--- src/rtl/serial_addsub_lanes.sv ---
// rtl/serial_addsub_lanes.sv - multi-lane bit-serial two's-complement add/sub, LSB first (option: OVERFLOW_DETECT_EN)
`timescale 1ns/1ps
module serial_addsub_lanes #(
    parameter int LANES  = 4,
    parameter int WORD_W = 8
) (
    input  logic             clk,
    input  logic             rst,
    input  logic             in_valid,
    input  logic             start,
    input  logic             sub,
    input  logic [LANES-1:0] x,
    input  logic [LANES-1:0] y,
    output logic [LANES-1:0] sum,
    output logic             out_valid,
    output logic             first_bit,
    output logic             last_bit,
    output logic             busy,
    output logic [LANES-1:0] carry_out,
    output logic [LANES-1:0] ovf
);
    localparam int CW = $clog2(WORD_W);

    typedef enum logic {IDLE, RUN} state_t;

    state_t           state;
    logic [CW-1:0]    cnt;
    logic [LANES-1:0] c;
    logic             mode;

    logic             accept;
    logic             bit0;
    logic             at_msb;
    logic             mode_eff;
    logic [LANES-1:0] c_eff;
    logic [LANES-1:0] yb;
    logic [LANES-1:0] s;
    logic [LANES-1:0] cn;

    // Bit 0 takes its mode and carry-in straight from the inputs so back-to-back words need no bubble.
    always_comb begin
        accept   = in_valid && ((state == RUN) || start);
        bit0     = (state == IDLE);
        at_msb   = !bit0 && (cnt == CW'(WORD_W - 1));
        mode_eff = bit0 ? sub : mode;
        c_eff    = bit0 ? {LANES{sub}} : c;
        yb       = y ^ {LANES{mode_eff}};
        s        = x ^ yb ^ c_eff;
        cn       = (x & yb) | (x & c_eff) | (yb & c_eff);
    end

    always_ff @(posedge clk or posedge rst) begin
        if (rst) begin
            state     <= IDLE;
            cnt       <= '0;
            c         <= '0;
            mode      <= 1'b0;
            sum       <= '0;
            out_valid <= 1'b0;
            first_bit <= 1'b0;
            last_bit  <= 1'b0;
            busy      <= 1'b0;
            carry_out <= '0;
        end else begin
            out_valid <= accept;
            first_bit <= accept && bit0;
            last_bit  <= accept && at_msb;
            if (accept) begin
                sum <= s;
                c   <= cn;
                if (bit0) begin
                    mode  <= sub;
                    state <= RUN;
                    busy  <= 1'b1;
                    cnt   <= CW'(1);
                end else if (at_msb) begin
                    state     <= IDLE;
                    busy      <= 1'b0;
                    cnt       <= '0;
                    carry_out <= cn;
                end else begin
                    cnt <= cnt + CW'(1);
                end
            end
        end
    end

`ifdef OVERFLOW_DETECT_EN
    // On the MSB cycle the per-lane carry register c holds exactly the carry into the MSB.
    always_ff @(posedge clk or posedge rst) begin
        if (rst) begin
            ovf <= '0;
        end else if (accept && at_msb) begin
            ovf <= c ^ cn;
        end
    end
`else
    assign ovf = '0;
`endif

endmodule

--- config.mk ---
export PLATFORM = sky130hd
export DESIGN_NAME = serial_addsub_lanes
export DESIGN_NICKNAME = d
export VERILOG_FILES = /design/src/rtl/serial_addsub_lanes.sv
export SDC_FILE = /design/constraint.sdc
export NUM_CORES = 1
export LEC_CHECK = 0
export CORE_AREA = 4 4 52 54
export DETAILED_ROUTE_END_ITERATION = 8
export DIE_AREA = 0 0 56 58
export PLACE_DENSITY = 0.89
export SETUP_SLACK_MARGIN = 0.05
export SLEW_MARGIN = 20
export SYNTH_ARGS = -nofsm -noshare
export SYNTH_HDL_FRONTEND = slang
export SYNTH_SLANG_ARGS = --single-unit
--- constraint.sdc ---
create_clock -name clk -period 4.9 [get_ports clk]
set_input_delay 0.49 -clock clk [delete_from_list [all_inputs] [get_ports clk]]
set_output_delay 0.49 -clock clk [all_outputs]
set_load 0.01 [all_outputs]
# Word-level counts from Yosys, hierarchy flattened
# Cells that the tools add are included.
word_totals:
  mem_bits_rw: 0
  reg_bits: 21
  mem_bits_ro: 0
  latch_bits: 0
  mem_count: 0
op_classes:
  n_bitwise: 9
  div_mod_pow: 0
  muxes: 8
  multipliers: 0
  addsub: 1
  shifts: 0
  n_eq_ne: 2
  reduce_logical: 7
  n_lt_le_gt_ge: 0
ops:
  columns: ["op", "n"]
  rows:
  - ["4-bit bitwise AND", 3]
  - ["4-bit XOR", 3]
  - ["4-bit OR", 2]
  - ["3-bit two-way mux", 2]
  - ["1-bit two-way mux", 5]
  - ["1-bit logical AND", 4]
  - ["4-bit two-way mux", 1]
  - ["3-bit by 1-bit adder with 3-bit output, second input constant", 1]
  - ["3-bit == test, second input constant", 1]
  - ["3-bit AND reduction", 1]
  - ["2-bit by 1-bit inequality test with 1-bit output, second input constant", 1]
  - ["2-bit AND reduction", 1]
  - ["1-bit logical OR", 1]
  - ["1-bit NOT", 1]

# Logic depth before layout (Yosys ltp)
depth:
  depth_word: 5
  mapped_depth: 5
  depth_no_buf: 4

# Worst setup path before layout
# Ideal clock, no wire load.
synth_timing:
  kind: "register to register"
  from: "register state"
  to: "register sum[0]"
  stages_incl_launch_ff: 5
  setup_time_ns: 0.125
  path_buffers: 0
  t_arrival_ns: 1.633
  path_slack_ns: 3.142
  synth_period_minus_slack_ns: 1.758
  required_time_ns: 4.775
  path_cell_list: "dfrtp_1 -> mux2i_2 -> xnor2_1 -> fa_1 -> mux2_4"
synth_between:
  elab_chain_len: 4
synth_rtl:
  columns: ["item", "line_no", "text"]
  rows:
  - ["start: declaration", "26", "state_t state;"]
  - ["start signal: assignment", "54", "state <= IDLE;"]
  - ["start signal: assignment", "73", "state <= RUN;"]
  - ["start signal: assignment", "77", "state <= IDLE;"]
  - ["1-bit two-way mux", null, null]
  - ["4-bit XOR", "47", "yb = y ^ {LANES{mode_eff}};"]
  - ["4-bit XOR", "48", "s = x ^ yb ^ c_eff;"]
  - ["4-bit XOR *", "48", null]
  - ["net s[0]", "37", "logic [LANES-1:0] s;"]
  - ["end signal: assignment", "69", "sum <= s;"]
  - ["end: declaration", "14", "output logic [LANES-1:0] sum,"]
# Mark *: on every way through the listed nets, which the timed path passes. The rest lies on a longest branch.
# A chain may end at the register's enable or synchronous reset.

# Worst setup path after layout
layout_timing:
  from: "register state"
  to: "register sum[1]"
# Same word-level chain as after synthesis.

==> impl_metrics.tcl <==
set metrics [dict create \
    area_growth_pct 25.3 \
    crit_family "multiplexers" \
    placed_cell_area_um2 1320 \
    cts_resized 0 \
    core_um2 2210 \
    placement_rows 17 \
    final_cell_mix "24 x clkdlybuf4s50_1, 21 x dfrtp_1, 12 x mux2_4" \
    cts_tree "built" \
    io_buffers 24 \
    critPathArrivalTime_ns 2.27 \
    synth_top_area_frac 0.490 \
    regToRegEndpoint "sum[1]" \
    root_buffer "clkbuf_4" \
    wl_per_cell_um 14.4 \
    crit_path_start_kind "register" \
    totalNegativeSetupSlack_ns 0 \
    drc 0 \
    max_freq_ghz 0.479 \
    path_class "register to register" \
    drt_first_pass_iters 2 \
    fin_crit_sh 0.426 \
    r2r_slack_ns 2.81 \
    finalClockSkew_ns 0.0149 \
    syn_inst 76 \
    max_slew_margin 0.478 \
    synth-simple-area-share 0.0688 \
    holdPathEnd "carry_out[2]" \
    htree_levels 1 \
    tightest_slew_ns 0.781 \
    hp-class "register to register" \
    cts_hold_buffers 0 \
    worstHoldStart "carry_out[2]" \
    ys_ff_latch 21 \
    fin_crit_ns 2.09 \
    synth_area_leaders "dfrtp_1 49%, mux2_4 17%, fa_1 7.5%" \
    via_per_inst 4.80 \
    diodes 0 \
    ys_types 24 \
    endpoint_kind "register" \
    critPathSlowestCell "dfrtp_1" \
    post_cts_buffers 0 \
    gp_congestion 0.766 \
    max_cap_violations 0 \
    grt_max_degree 22 \
    hpwlAfterDp_um 1450 \
    ff2ff_path_depth 4 \
    dieArea_um2 3250 \
    async_flop_share 1.00 \
    synthFlopType "dfrtp_1" \
    ir_drop_mv 0.293 \
    p_leak_nw 0.634 \
    seq_area_frac_synth 0.490 \
    placed_cells 126 \
    fin_area_um2 1340 \
    synth_mux_area_frac 0.191 \
    slew_violations 0 \
    crit_chain "mux2i_2 -> xnor2_1 -> fa_1 -> mux2_4" \
    outcome "finished clean" \
    worstReg2RegStart "state" \
    grt_pass1_vias 702 \
    cts_inserted_buffers 3 \
    post_synth_fa_ha_maj_area_fraction 0.0980 \
    slowest_delay_ns 0.66 \
    io_pins 29 \
    synth-xor-area-share 0.0327 \
    synth-compound-area-share 0.0607 \
    synth_top_family_by_area "multiplexers" \
    whs_path_depth 1 \
    rsz0062_at_grt "false" \
    vias 624 \
    track_usage 0.130 \
    fp.dieH_um 58 \
    total_power_mw 0.775 \
    final_common_cell "clkdlybuf4s50_1" \
    final_cells 130 \
    cellPowerDensity_nw_per_um2 577 \
    antenna_found_initial 0 \
    grt_pass1_wl_um 3280 \
    synth_edf_count 0 \
    drive_gt1_frac 0.206 \
    ys.warnings.count 0 \
    setup_viol 0 \
    wl_um 1880 \
    syn_avg_cell_area_um2 14.1 \
    initial_utilization 0.485 \
    finalNetCount 122 \
    clockBufferDepth 2 \
    clock_latency_ns 0.30 \
    hold_viol_final 0 \
    yosysTopAreaCell "dfrtp_1" \
    crit_buf_inv 0 \
    drtAntennaViolNets 0 \
    drtIter0Drc 5 \
    crit_required_ns 5.08 \
    cp_max_fo 13 \
    clk_pin_slew_ns 0.10 \
    die_x_um 56 \
    synth_area_um2 1070 \
    cts.sink_count 21 \
    grt_overflow 0 \
]
## how the worst max path moves through the flow
stage                      from     end  slack, ns  depth (start not counted)
after global placement      sub  sum[0]       2.60                          5
after global routing      state  sum[1]       2.67                          4
after CTS                 state  sum[3]       2.79                          4
after floorplan           state  sum[0]       3.14                          4
after detailed placement    sub  sum[3]       2.56                          5
final                     state  sum[1]       2.81                          4
## sequential cells by signal (all words and copies together), names as in the netlist, 3 cells and up
name       flops
c              4
carry_out      4
sum            4
cnt            3
## worst reg2reg max path: stages (launching register included)
cell,delay [ns]
dfrtp_1,0.66
mux2i_2,0.43
xnor2_1,0.19
fa_1,0.44
mux2_4,0.26
## logic make-up (layout without fill, tap and decap cells)
| group | after synthesis | in the layout |
|---|---|---|
| and+or+nand+nor | 13 | 13 |
| xor gates and xnor gates | 4 | 4 |
| AOI/OAI and AO/OA | 8 | 8 |
| adders and majority gates | 6 | 6 |
| other | 1 | 4 |
| muxes | 14 | 14 |
| DFF | 21 | 21 |
| buffers and inverters | 9 | 32 |
## routing by layer
metal / track usage / routed length, um / up-vias
met1: 0.157 / 864 / 300
met3: 0.0379 / 123 / 2
met4: 0.0407 / 10 / 0
met2: 0.224 / 876 / 22
li1: - / - / 300
met5: 0 / 0 / -
## cells in the mapped netlist, types with 2 or more instances
library cell,n
nand2_1,9
xnor2_1,4
a22o_1,2
mux2_4,12
fa_1,4
inv_1,3
ha_1,2
buf_4,4
dfrtp_1,21
## report_power, final
group | total (mW) | switching, mW | internal, mW
registers | 0.303 | 0.0558 | 0.247
logic | 0.391 | 0.145 | 0.246
clock network | 0.0816 | 0.0499 | 0.0317
total | 0.775 | 0.251 | 0.524
## layout make-up
class	instances	area, um2
fillers	183	868
flip-flops and latches	21	526
multi-input cells	49	499
repair buffers	24	240
well taps	28	35.0
clock buffers	4	26.3
inverters	4	17.5
## through the flow
step / utilization / setup WS, ns / hold WS [ns]
6_report: 0.607 / 2.81 / 0.515
5_1_grt: 0.607 / 2.67 / 0.540
3_3_place_gp: 0.596 / 2.60 / 0.493
3_5_place_dp: 0.596 / 2.56 / 0.491
2_1_floorplan: - / 3.14 / 0.467
4_1_cts: 0.607 / 2.79 / 0.519
Note: power is estimated with default switching activity, not from simulation.
